<file path="src/rtl/contador_ocupacao_if.sv">
// Occupancy counter bus: door sensor and buttons in, count/status flags out.
interface contador_ocupacao_if #(
    parameter int unsigned CNT_W = 3
);
    logic             P;
    logic             btn_in_n;
    logic             btn_out_n;
    logic [CNT_W-1:0] count;
    logic             full;
    logic             empty;
    logic             reject;
    logic             door_alarm;

    modport master (
        output P, btn_in_n, btn_out_n,
        input  count, full, empty, reject, door_alarm
    );

    modport slave (
        input  P, btn_in_n, btn_out_n,
        output count, full, empty, reject, door_alarm
    );
endinterface

</file>
<file path="src/rtl/contador_ocupacao.sv">
// Room/lift occupancy counter: synchronised active-low buttons gated by the door sensor.
// Optional door-open timeout alarm built when macro DOOR_TIMEOUT_EN is defined.
module contador_ocupacao #(
    parameter int unsigned CAPACITY     = 7,
    parameter int unsigned CNT_W        = 3,
    parameter int unsigned DOOR_TIMEOUT = 10
) (
    input  logic                clk,
    input  logic                reset,
    contador_ocupacao_if.slave  bus
);

    localparam logic [CNT_W-1:0] CAP      = CNT_W'(CAPACITY);
    localparam int unsigned      TMR_W    = (DOOR_TIMEOUT > 1) ? $clog2(DOOR_TIMEOUT) : 1;
    localparam logic [TMR_W-1:0] TMR_LAST = TMR_W'(DOOR_TIMEOUT - 1);

    // Synchronisers; buttons reset to the released level so no spurious press appears
    logic p_s1, p_s2;
    logic in_s1, in_s2, in_prev;
    logic out_s1, out_s2, out_prev;

    always_ff @(posedge clk) begin
        if (reset) begin
            p_s1     <= 1'b0;
            p_s2     <= 1'b0;
            in_s1    <= 1'b1;
            in_s2    <= 1'b1;
            in_prev  <= 1'b1;
            out_s1   <= 1'b1;
            out_s2   <= 1'b1;
            out_prev <= 1'b1;
        end else begin
            p_s1     <= bus.P;
            p_s2     <= p_s1;
            in_s1    <= bus.btn_in_n;
            in_s2    <= in_s1;
            in_prev  <= in_s2;
            out_s1   <= bus.btn_out_n;
            out_s2   <= out_s1;
            out_prev <= out_s2;
        end
    end

    logic door_ok;
    logic press_in;
    logic press_out;

    assign door_ok   = p_s2;
    assign press_in  = in_prev & ~in_s2;
    assign press_out = out_prev & ~out_s2;

    // Saturating occupancy update
    logic [CNT_W-1:0] count_r, count_next;
    logic             reject_r, reject_next;

    always_comb begin
        count_next  = count_r;
        reject_next = 1'b0;
        if (door_ok) begin
            if (press_in && !press_out) begin
                if (count_r < CAP) begin
                    count_next = count_r + CNT_W'(1);
                end else begin
                    reject_next = 1'b1;
                end
            end else if (press_out && !press_in) begin
                if (count_r != '0) begin
                    count_next = count_r - CNT_W'(1);
                end else begin
                    reject_next = 1'b1;
                end
            end
        end
    end

    always_ff @(posedge clk) begin
        if (reset) begin
            count_r  <= '0;
            reject_r <= 1'b0;
        end else begin
            count_r  <= count_next;
            reject_r <= reject_next;
        end
    end

    assign bus.count  = count_r;
    assign bus.full   = (count_r == CAP);
    assign bus.empty  = (count_r == '0);
    assign bus.reject = reject_r;

`ifdef DOOR_TIMEOUT_EN
    typedef enum logic [1:0] {
        ST_CLOSED = 2'd0,
        ST_OPEN   = 2'd1,
        ST_ALARM  = 2'd2
    } door_state_t;

    door_state_t      state_r, state_next;
    logic [TMR_W-1:0] timer_r, timer_next;
    logic             alarm_r;

    always_ff @(posedge clk) begin
        if (reset) begin
            state_r <= ST_CLOSED;
            timer_r <= '0;
            alarm_r <= 1'b0;
        end else begin
            state_r <= state_next;
            timer_r <= timer_next;
            alarm_r <= (state_next == ST_ALARM);
        end
    end

    // Timer never steps past TMR_LAST: entering ALARM freezes it there
    always_comb begin
        state_next = state_r;
        timer_next = timer_r;
        case (state_r)
            ST_CLOSED: begin
                timer_next = '0;
                if (door_ok) state_next = ST_OPEN;
            end
            ST_OPEN: begin
                if (!door_ok) begin
                    state_next = ST_CLOSED;
                end else if (timer_r == TMR_LAST) begin
                    state_next = ST_ALARM;
                end else begin
                    timer_next = timer_r + TMR_W'(1);
                end
            end
            ST_ALARM: begin
                if (!door_ok) state_next = ST_CLOSED;
            end
            default: begin
                state_next = ST_CLOSED;
                timer_next = '0;
            end
        endcase
    end

    assign bus.door_alarm = alarm_r;
`else
    typedef enum logic {
        ST_CLOSED = 1'b0,
        ST_OPEN   = 1'b1
    } door_state_t;

    door_state_t state_r, state_next;

    always_ff @(posedge clk) begin
        if (reset) begin
            state_r <= ST_CLOSED;
        end else begin
            state_r <= state_next;
        end
    end

    always_comb begin
        state_next = state_r;
        case (state_r)
            ST_CLOSED: if (door_ok)  state_next = ST_OPEN;
            ST_OPEN:   if (!door_ok) state_next = ST_CLOSED;
            default:   state_next = ST_CLOSED;
        endcase
    end

    // Door state has no observer without the alarm; keep it visible but unused
    logic unused_door;
    assign unused_door = ^{state_r, TMR_LAST};

    assign bus.door_alarm = 1'b0;
`endif

endmodule
</file>
<file path="src/flat_wrapper.sv">
// flat-port wrapper written by rule: the top's interface ports become plain ports
module contador_ocupacao_flat 
#(
    parameter int unsigned CAPACITY     = 7,
    parameter int unsigned CNT_W        = 3,
    parameter int unsigned DOOR_TIMEOUT = 10
)
  (clk, reset, bus_P, bus_btn_in_n, bus_btn_out_n, bus_count, bus_full, bus_empty, bus_reject, bus_door_alarm);
  contador_ocupacao_if #(.CNT_W(CNT_W)) bus_i ();
  input  logic clk;
  input  logic reset;
  input wire logic [$bits(bus_i.P)-1:0] bus_P;
  input wire logic [$bits(bus_i.btn_in_n)-1:0] bus_btn_in_n;
  input wire logic [$bits(bus_i.btn_out_n)-1:0] bus_btn_out_n;
  output wire logic [$bits(bus_i.count)-1:0] bus_count;
  output wire logic [$bits(bus_i.full)-1:0] bus_full;
  output wire logic [$bits(bus_i.empty)-1:0] bus_empty;
  output wire logic [$bits(bus_i.reject)-1:0] bus_reject;
  output wire logic [$bits(bus_i.door_alarm)-1:0] bus_door_alarm;
  assign bus_i.P = bus_P;
  assign bus_i.btn_in_n = bus_btn_in_n;
  assign bus_i.btn_out_n = bus_btn_out_n;
  assign bus_count = bus_i.count;
  assign bus_full = bus_i.full;
  assign bus_empty = bus_i.empty;
  assign bus_reject = bus_i.reject;
  assign bus_door_alarm = bus_i.door_alarm;
  contador_ocupacao #(.CAPACITY(CAPACITY), .CNT_W(CNT_W), .DOOR_TIMEOUT(DOOR_TIMEOUT)) u_core (.clk(clk), .reset(reset), .bus(bus_i));
endmodule
</file>
<file path="config.mk">
export PLATFORM = sky130hd
export DESIGN_NAME = contador_ocupacao_flat
export DESIGN_NICKNAME = d
export VERILOG_FILES = /design/src/rtl/contador_ocupacao_if.sv /design/src/rtl/contador_ocupacao.sv /design/src/flat_wrapper.sv
export SDC_FILE = /design/constraint.sdc
export NUM_CORES = 1
export LEC_CHECK = 0
export CAP_MARGIN = 40
export CORE_MARGIN = 2
export CORE_UTILIZATION = 35
export DETAILED_ROUTE_END_ITERATION = 7
export GPL_ROUTABILITY_DRIVEN = 0
export HOLD_SLACK_MARGIN = 0.02
export PLACE_DENSITY = 0.61
export SYNTH_ARGS = -nofsm -noshare
export SYNTH_HDL_FRONTEND = slang
export SYNTH_SLANG_ARGS = --single-unit
export TNS_END_PERCENT = 50
</file>
<file path="constraint.sdc">
create_clock -name clk -period 2.2 [get_ports clk]
set_input_delay 0.44 -clock clk [delete_from_list [all_inputs] [get_ports clk]]
set_output_delay 0.44 -clock clk [all_outputs]
set_load 0.05 [all_outputs]
</file>
==> run_results.csv, run 1 <==
group,metric,value,unit
detailed_routing,drtAntennaViolNets,0,
die,initial_core_util,37.7,%
power_and_ir_drop,p_per_area,681,nW/um^2
yosys,netlist_area,497,sq um
detailed_routing,num_vias,339,
run_status,status,"finished, final reports clean",
clocking,htreeDepth,1,
timing,fin_crit_sh,91.7,%
worst_setup_path,crit_buf_inv,1,
yosys,synth_cell_types,21,
yosys,yosys-top-cells-area,"dfxtp_1 48%, or2_1 7.6%, nor2b_1 6.3%",
clocking,clock-sinks,12,
clocking,post_cts_buffers,0,
worst_setup_path,cpLargestDelayFamily,"buffers and inverters",
worst_setup_path,worst-endpoint-required,1.76,ns
timing,slew_viol_final,0,
die,die_w,41.7,microns
grt,overflow,0,
yosys,synth.net_count,54,
clocking,clockRootBuffer,"clkbuf_4",
placed_design,numPortBuffers,10,
power_and_ir_drop,p_leak,0.250,nW
worst_setup_path,cp.arrival,1.58,ns
yosys,yosysTopAreaCell,"dfxtp_1",
worst_setup_path,cp-end-kind,"output port",
clocking,clock_latency,0.27,ns
grt,grt_pass1_vias,304,
timing,rsz0062_at_grt,"no",
grt,grt_pass1_wl,1.30,mm
timing,fmax,0.495,GHz
finish,diodes,0,
power_and_ir_drop,ir_drop,0.367,mV
die,boundaryPins,12,
placed_design,dpl.hpwl,536,microns
yosys,synth_top_area_share,48.4,%
timing,finalClockSkew,0.000654,ns
timing,hold_viol_final,0,
detailed_routing,wl,749,microns
detailed_routing,wl_per_cell,9.99,microns
worst_setup_path,critPathKind,"register to output port",
die,core,1320,sq um
clocking,clkTransAtPathRegs,0.08,ns
hold_path,hp-class,"register to register",
die,fp-row-count,13,
grt,grtUsageTotal,10.3,%
yosys,ys_warn_count,0,
grt,grt_max_degree,16,
clocking,cts_tree,"built",
detailed_routing,first_pass_iters,1,
timing,min_period,2.02,ns
yosys,avgSynthCellArea,10.3,sq um
power_and_ir_drop,power,0.433,mW
worst_setup_path,cp_max_fo,6,
yosys,synthesis.instances,48,
grt,antenna_found_initial,0,
finish,drive_above_1_share,16.7,%
die,die-area,1740,sq um
clocking,ctsResizeCount,0,
yosys,seq_area_frac_synth,48.4,%
clocking,cts_hold_buffers,0,
worst_setup_path,crit_slowest_cell,"clkdlybuf4s50_1",
clocking,clockBufferDepth,2,
worst_setup_path,path_cells,"clkdlybuf4s50_1",
worst_setup_path,start_kind,"register",
timing,finalSetupViolCount,0,
run,cap_viol_max_count,0,
finish,nNetsFinal,67,
timing,fin_tns_setup,0,ns
detailed_routing,via_per_inst,4.52,
detailed_routing,drt_iter0_markers,0,
worst_setup_path,slowest_delay,0.85,ns
die,die_h,41.7,microns
clocking,cts_buffers,3,
detailed_routing,drc_errors,0,
yosys,ys_ff_latch,12,
finish,syn2layout_area_growth,28.0,%
-- area by class of cell --
type                    count  area [sq um]
fillers                   129           682
multi-input cells          33           241
flip-flops and latches     12           240
repair buffers             10          95.1
clock buffers               4          36.3
well taps                  15          18.8
inverters                   1          3.75
-- stage by stage --
stage                     util [%]  instance area (sq um)  worst slack, ns  std cells  hold WS (ns)
final                         48.2                    636            0.182         75         0.409
after global routing          48.2                    636            0.115         75         0.415
after CTS                     48.2                    636            0.156         75         0.413
after detailed placement      45.5                    599            0.360         71         0.393
after global placement        45.5                    599            0.381         71         0.386
after floorplan                  -                    497            0.127         48         0.383
-- flip-flops by register name, summed over array words and instances (netlist names) --
register / cells
u_core.out_prev: 1
u_core.out_s1: 1
u_core.in_s1: 1
u_core.in_prev: 1
u_core.out_s2: 1
u_core.bus.reject: 1
u_core.bus.count: 3
u_core.p_s1: 1
u_core.door_ok: 1
u_core.in_s2: 1
-- power breakdown --
group          switching, mW  internal [mW]
Combinational         0.0172         0.0161
Sequential           0.00283          0.224
Clock                 0.0730          0.100
-- worst paths after layout --
path	start	endpoint	slack, ns	cells past startpoint
worst max-delay path	u_core.bus.count[0]	bus_count[0]	0.18	1
worst max register to register	u_core.in_prev	u_core.bus.count[2]	0.36	6
worst min register to register	u_core.in_s1	u_core.in_s2	0.41	1
worst min-delay path	u_core.in_s1	u_core.in_s2	0.41	1
-- kinds of logic after synthesis --
kind of cell             synth area share, %
AO/OA/AOI/OAI                           5.29
adder cells (fa/ha/maj)                 4.03
buffers and inverters                   3.02
flip-flops                              48.4
multiplexers                            6.55
other                                  0.755
AND/OR/NAND/NOR                         32.0
-- synthesized netlist by cell type --
library cell,instances
o22ai_1,1
inv_1,1
nand2_1,2
buf_4,1
nand3_1,2
clkbuf_1,1
nor3_2,1
mux2i_1,1
nand2b_1,3
or2_1,6
conb_1,1
nand2b_4,1
fa_1,1
nor2b_1,5
a2bb2oi_1,1
nor2_1,3
mux2_1,2
a21boi_2,1
dfxtp_1,12
nor3b_1,1
or3_4,1
-- routing by layer --
metal / part of all wire (%) / vias to the layer above / global-route usage (%) / wire [microns]
met4: 0 / 0 / 7.74 / 0
met5: 0 / - / 0 / 0
met2: 44 / 11 / 15.0 / 331
li1: - / 177 / - / -
met1: 49 / 151 / 11.9 / 370
met3: 6.3 / 0 / 4.35 / 47
-- cells in the final DEF, fill, tap and decap left out, types with 2 or more instances in the layout --
master and instances:
nand2_1 2, nor2_1 3, nor2b_1 5, nand2b_1 3, or2_1 6, buf_4 2
mux2_1 2, nand3_1 2, clkdlybuf4s50_1 8, dfxtp_1 12, clkbuf_4 3
Note: power is estimated with default switching activity, not from simulation.
==> run 2: changes to the inputs <==
--- a/config.mk
+++ b/config.mk
@@ -6,7 +6,7 @@
 export NUM_CORES = 1
 export LEC_CHECK = 0
 export CAP_MARGIN = 40
-export CORE_MARGIN = 2
+export CORE_MARGIN = 3
 export CORE_UTILIZATION = 35
 export DETAILED_ROUTE_END_ITERATION = 7
 export GPL_ROUTABILITY_DRIVEN = 0
==> run_results.csv, run 2 (same netlist as run 1, synthesis figures left out) <==
group,metric,value,unit
worst_setup_path,cpLargestDelayFamily,"buffers and inverters",
die,die_w,43.7,microns
grt,met3_usage,8.30,%
detailed_routing,via_per_inst,4.58,
power_and_ir_drop,p_switching,0.0859,mW
timing,finalSetupViolCount,0,
finish,fin_cells,74,
power_and_ir_drop,clkPwrFrac,39.1,%
timing,min_period,1.99,ns
worst_setup_path,r2r_cells,6,
grt,gr-usage-met1,9.85,%
clocking,clockBufferDepth,2,
grt,grt_pass1_vias,287,
die,core,1220,sq um
worst_setup_path,reg2reg_from,"u_core.in_prev",
clocking,cts_buffers,3,
worst_setup_path,slowest_delay,0.85,ns
clocking,post_cts_buffers,0,
power_and_ir_drop,p_comb_share,7.7,%
die,initial_core_util,40.8,%
grt,grtUsageTotal,8.80,%
finish,layout_common_cells,"12 x dfxtp_1, 8 x clkdlybuf4s50_1, 6 x or2_1",
finish,layout_commonest_cell,"dfxtp_1",
grt,antenna_found_initial,0,
worst_setup_path,crit_slowest_cell,"clkdlybuf4s50_1",
die,die_h,43.7,microns
power_and_ir_drop,p_leak,0.250,nW
power_and_ir_drop,p_per_area,672,nW/um^2
finish,diodes,0,
power_and_ir_drop,power,0.426,mW
detailed_routing,drt_iter0_markers,5,
clocking,ctsResizeCount,0,
timing,fmax,0.503,GHz
finish,nNetsFinal,67,
grt,overflow,0,
detailed_routing,wl,658,microns
clocking,clockRootBuffer,"clkbuf_4",
die,fp-row-count,12,
hold_path,hp-class,"register to register",
worst_setup_path,worstReg2RegEnd,"u_core.bus.count[2]",
worst_setup_path,start_kind,"register",
grt,grt_max_degree,16,
grt,grt.busiest_layer,"met2",
power_and_ir_drop,power.share.sequential,53.2,%
detailed_routing,drc_errors,0,
power_and_ir_drop,p_int,0.340,mW
run,cap_viol_max_count,0,
timing,slew_viol_final,0,
worst_setup_path,critPathKind,"register to output port",
finish,drive_above_1_share,16.7,%
worst_setup_path,worst-endpoint-required,1.76,ns
grt,met2_usage,12.2,%
clocking,clock-sinks,12,
detailed_routing,wl_per_cell,8.89,microns
worst_setup_path,crit_path_end,"bus_count[0]",
grt,grt_pass1_wl,1.20,mm
clocking,cts_tree,"built",
worst_setup_path,cp_max_fo,6,
worst_setup_path,path_depth,1,
die,die-area,1910,sq um
placed_design,dpl.cell_count,70,
worst_setup_path,cp-startpoint,"u_core.bus.count[0]",
detailed_routing,first_pass_iters,3,
finish,largest_reg_flops,3,
worst_setup_path,rrSetupSlack,0.38,ns
timing,hold_viol_final,0,
timing,finalClockSkew,0.00418,ns
clocking,clock_latency,0.26,ns
placed_design,numPortBuffers,10,
worst_setup_path,path_cells,"clkdlybuf4s50_1",
power_and_ir_drop,ir_drop,0.492,mV
detailed_routing,num_vias,339,
finish,syn2layout_area_growth,27.7,%
timing,fin_tns_setup,0,ns
clocking,clkTransAtPathRegs,0.07,ns
detailed_routing,drtAntennaViolNets,0,
timing,fin_crit_sh,90.4,%
hold_path,worstHoldStart,"u_core.out_s1",
clocking,htreeDepth,1,
worst_setup_path,cp-end-kind,"output port",
power_and_ir_drop,p_sw_share,20.2,%
timing,rsz0062_at_grt,"no",
clocking,cts_hold_buffers,0,
run_status,status,"finished, final reports clean",
worst_setup_path,crit_buf_inv,1,
die,boundaryPins,12,
worst_setup_path,cp.arrival,1.55,ns
-- run 2: layout make-up --
class | count | area (sq um)
Fill cell | 107 | 582
Multi-Input combinational cell | 33 | 241
Sequential cell | 12 | 240
Timing Repair Buffer | 10 | 95.1
Clock buffer | 4 | 36.3
Tap cell | 14 | 17.5
Inverter | 1 | 3.75
-- run 2: worst min-delay path by stage --
| stage | to | slack (ns) | cells past startpoint |
|---|---|---|---|
| floorplan | u_core.in_s2 | 0.38 | 1 |
| global placement | u_core.out_s2 | 0.39 | 1 |
| detailed placement | u_core.out_s2 | 0.39 | 1 |
| CTS | u_core.out_s2 | 0.41 | 1 |
| global route | u_core.out_s2 | 0.43 | 1 |
| finish | u_core.out_s2 | 0.40 | 1 |
-- run 2: power groups by stage --
stage | combinational, mW | clock, mW | sequential (mW)
3_3_place_gp | 0.0329 | 0 | 0.232
6_report | 0.0330 | 0.167 | 0.227
3_5_place_dp | 0.0334 | 0 | 0.232
4_1_cts | 0.0334 | 0.175 | 0.227
2_1_floorplan | 0.0216 | 0 | 0.233
5_1_grt | 0.0370 | 0.187 | 0.227
-- run 2: per-layer routing --
| layer | vias to the layer above | share of wire [%] |
|---|---|---|
| met4 | 0 | 0 |
| met1 | 151 | 45 |
| met5 | - | 0 |
| met3 | 0 | 12 |
| met2 | 12 | 43 |
| li1 | 176 | - |
-- run 2: through the flow --
| step | hold WS, ns | util (%) | worst slack [ns] | area [sq um] |
|---|---|---|---|---|
| finish | 0.399 | 52.2 | 0.211 | 634 |
| global route | 0.432 | 52.2 | 0.124 | 634 |
| CTS | 0.406 | 52.2 | 0.182 | 634 |
| detailed placement | 0.390 | 49.2 | 0.384 | 598 |
| global placement | 0.385 | 49.2 | 0.412 | 598 |
| floorplan | 0.383 | - | 0.127 | 497 |
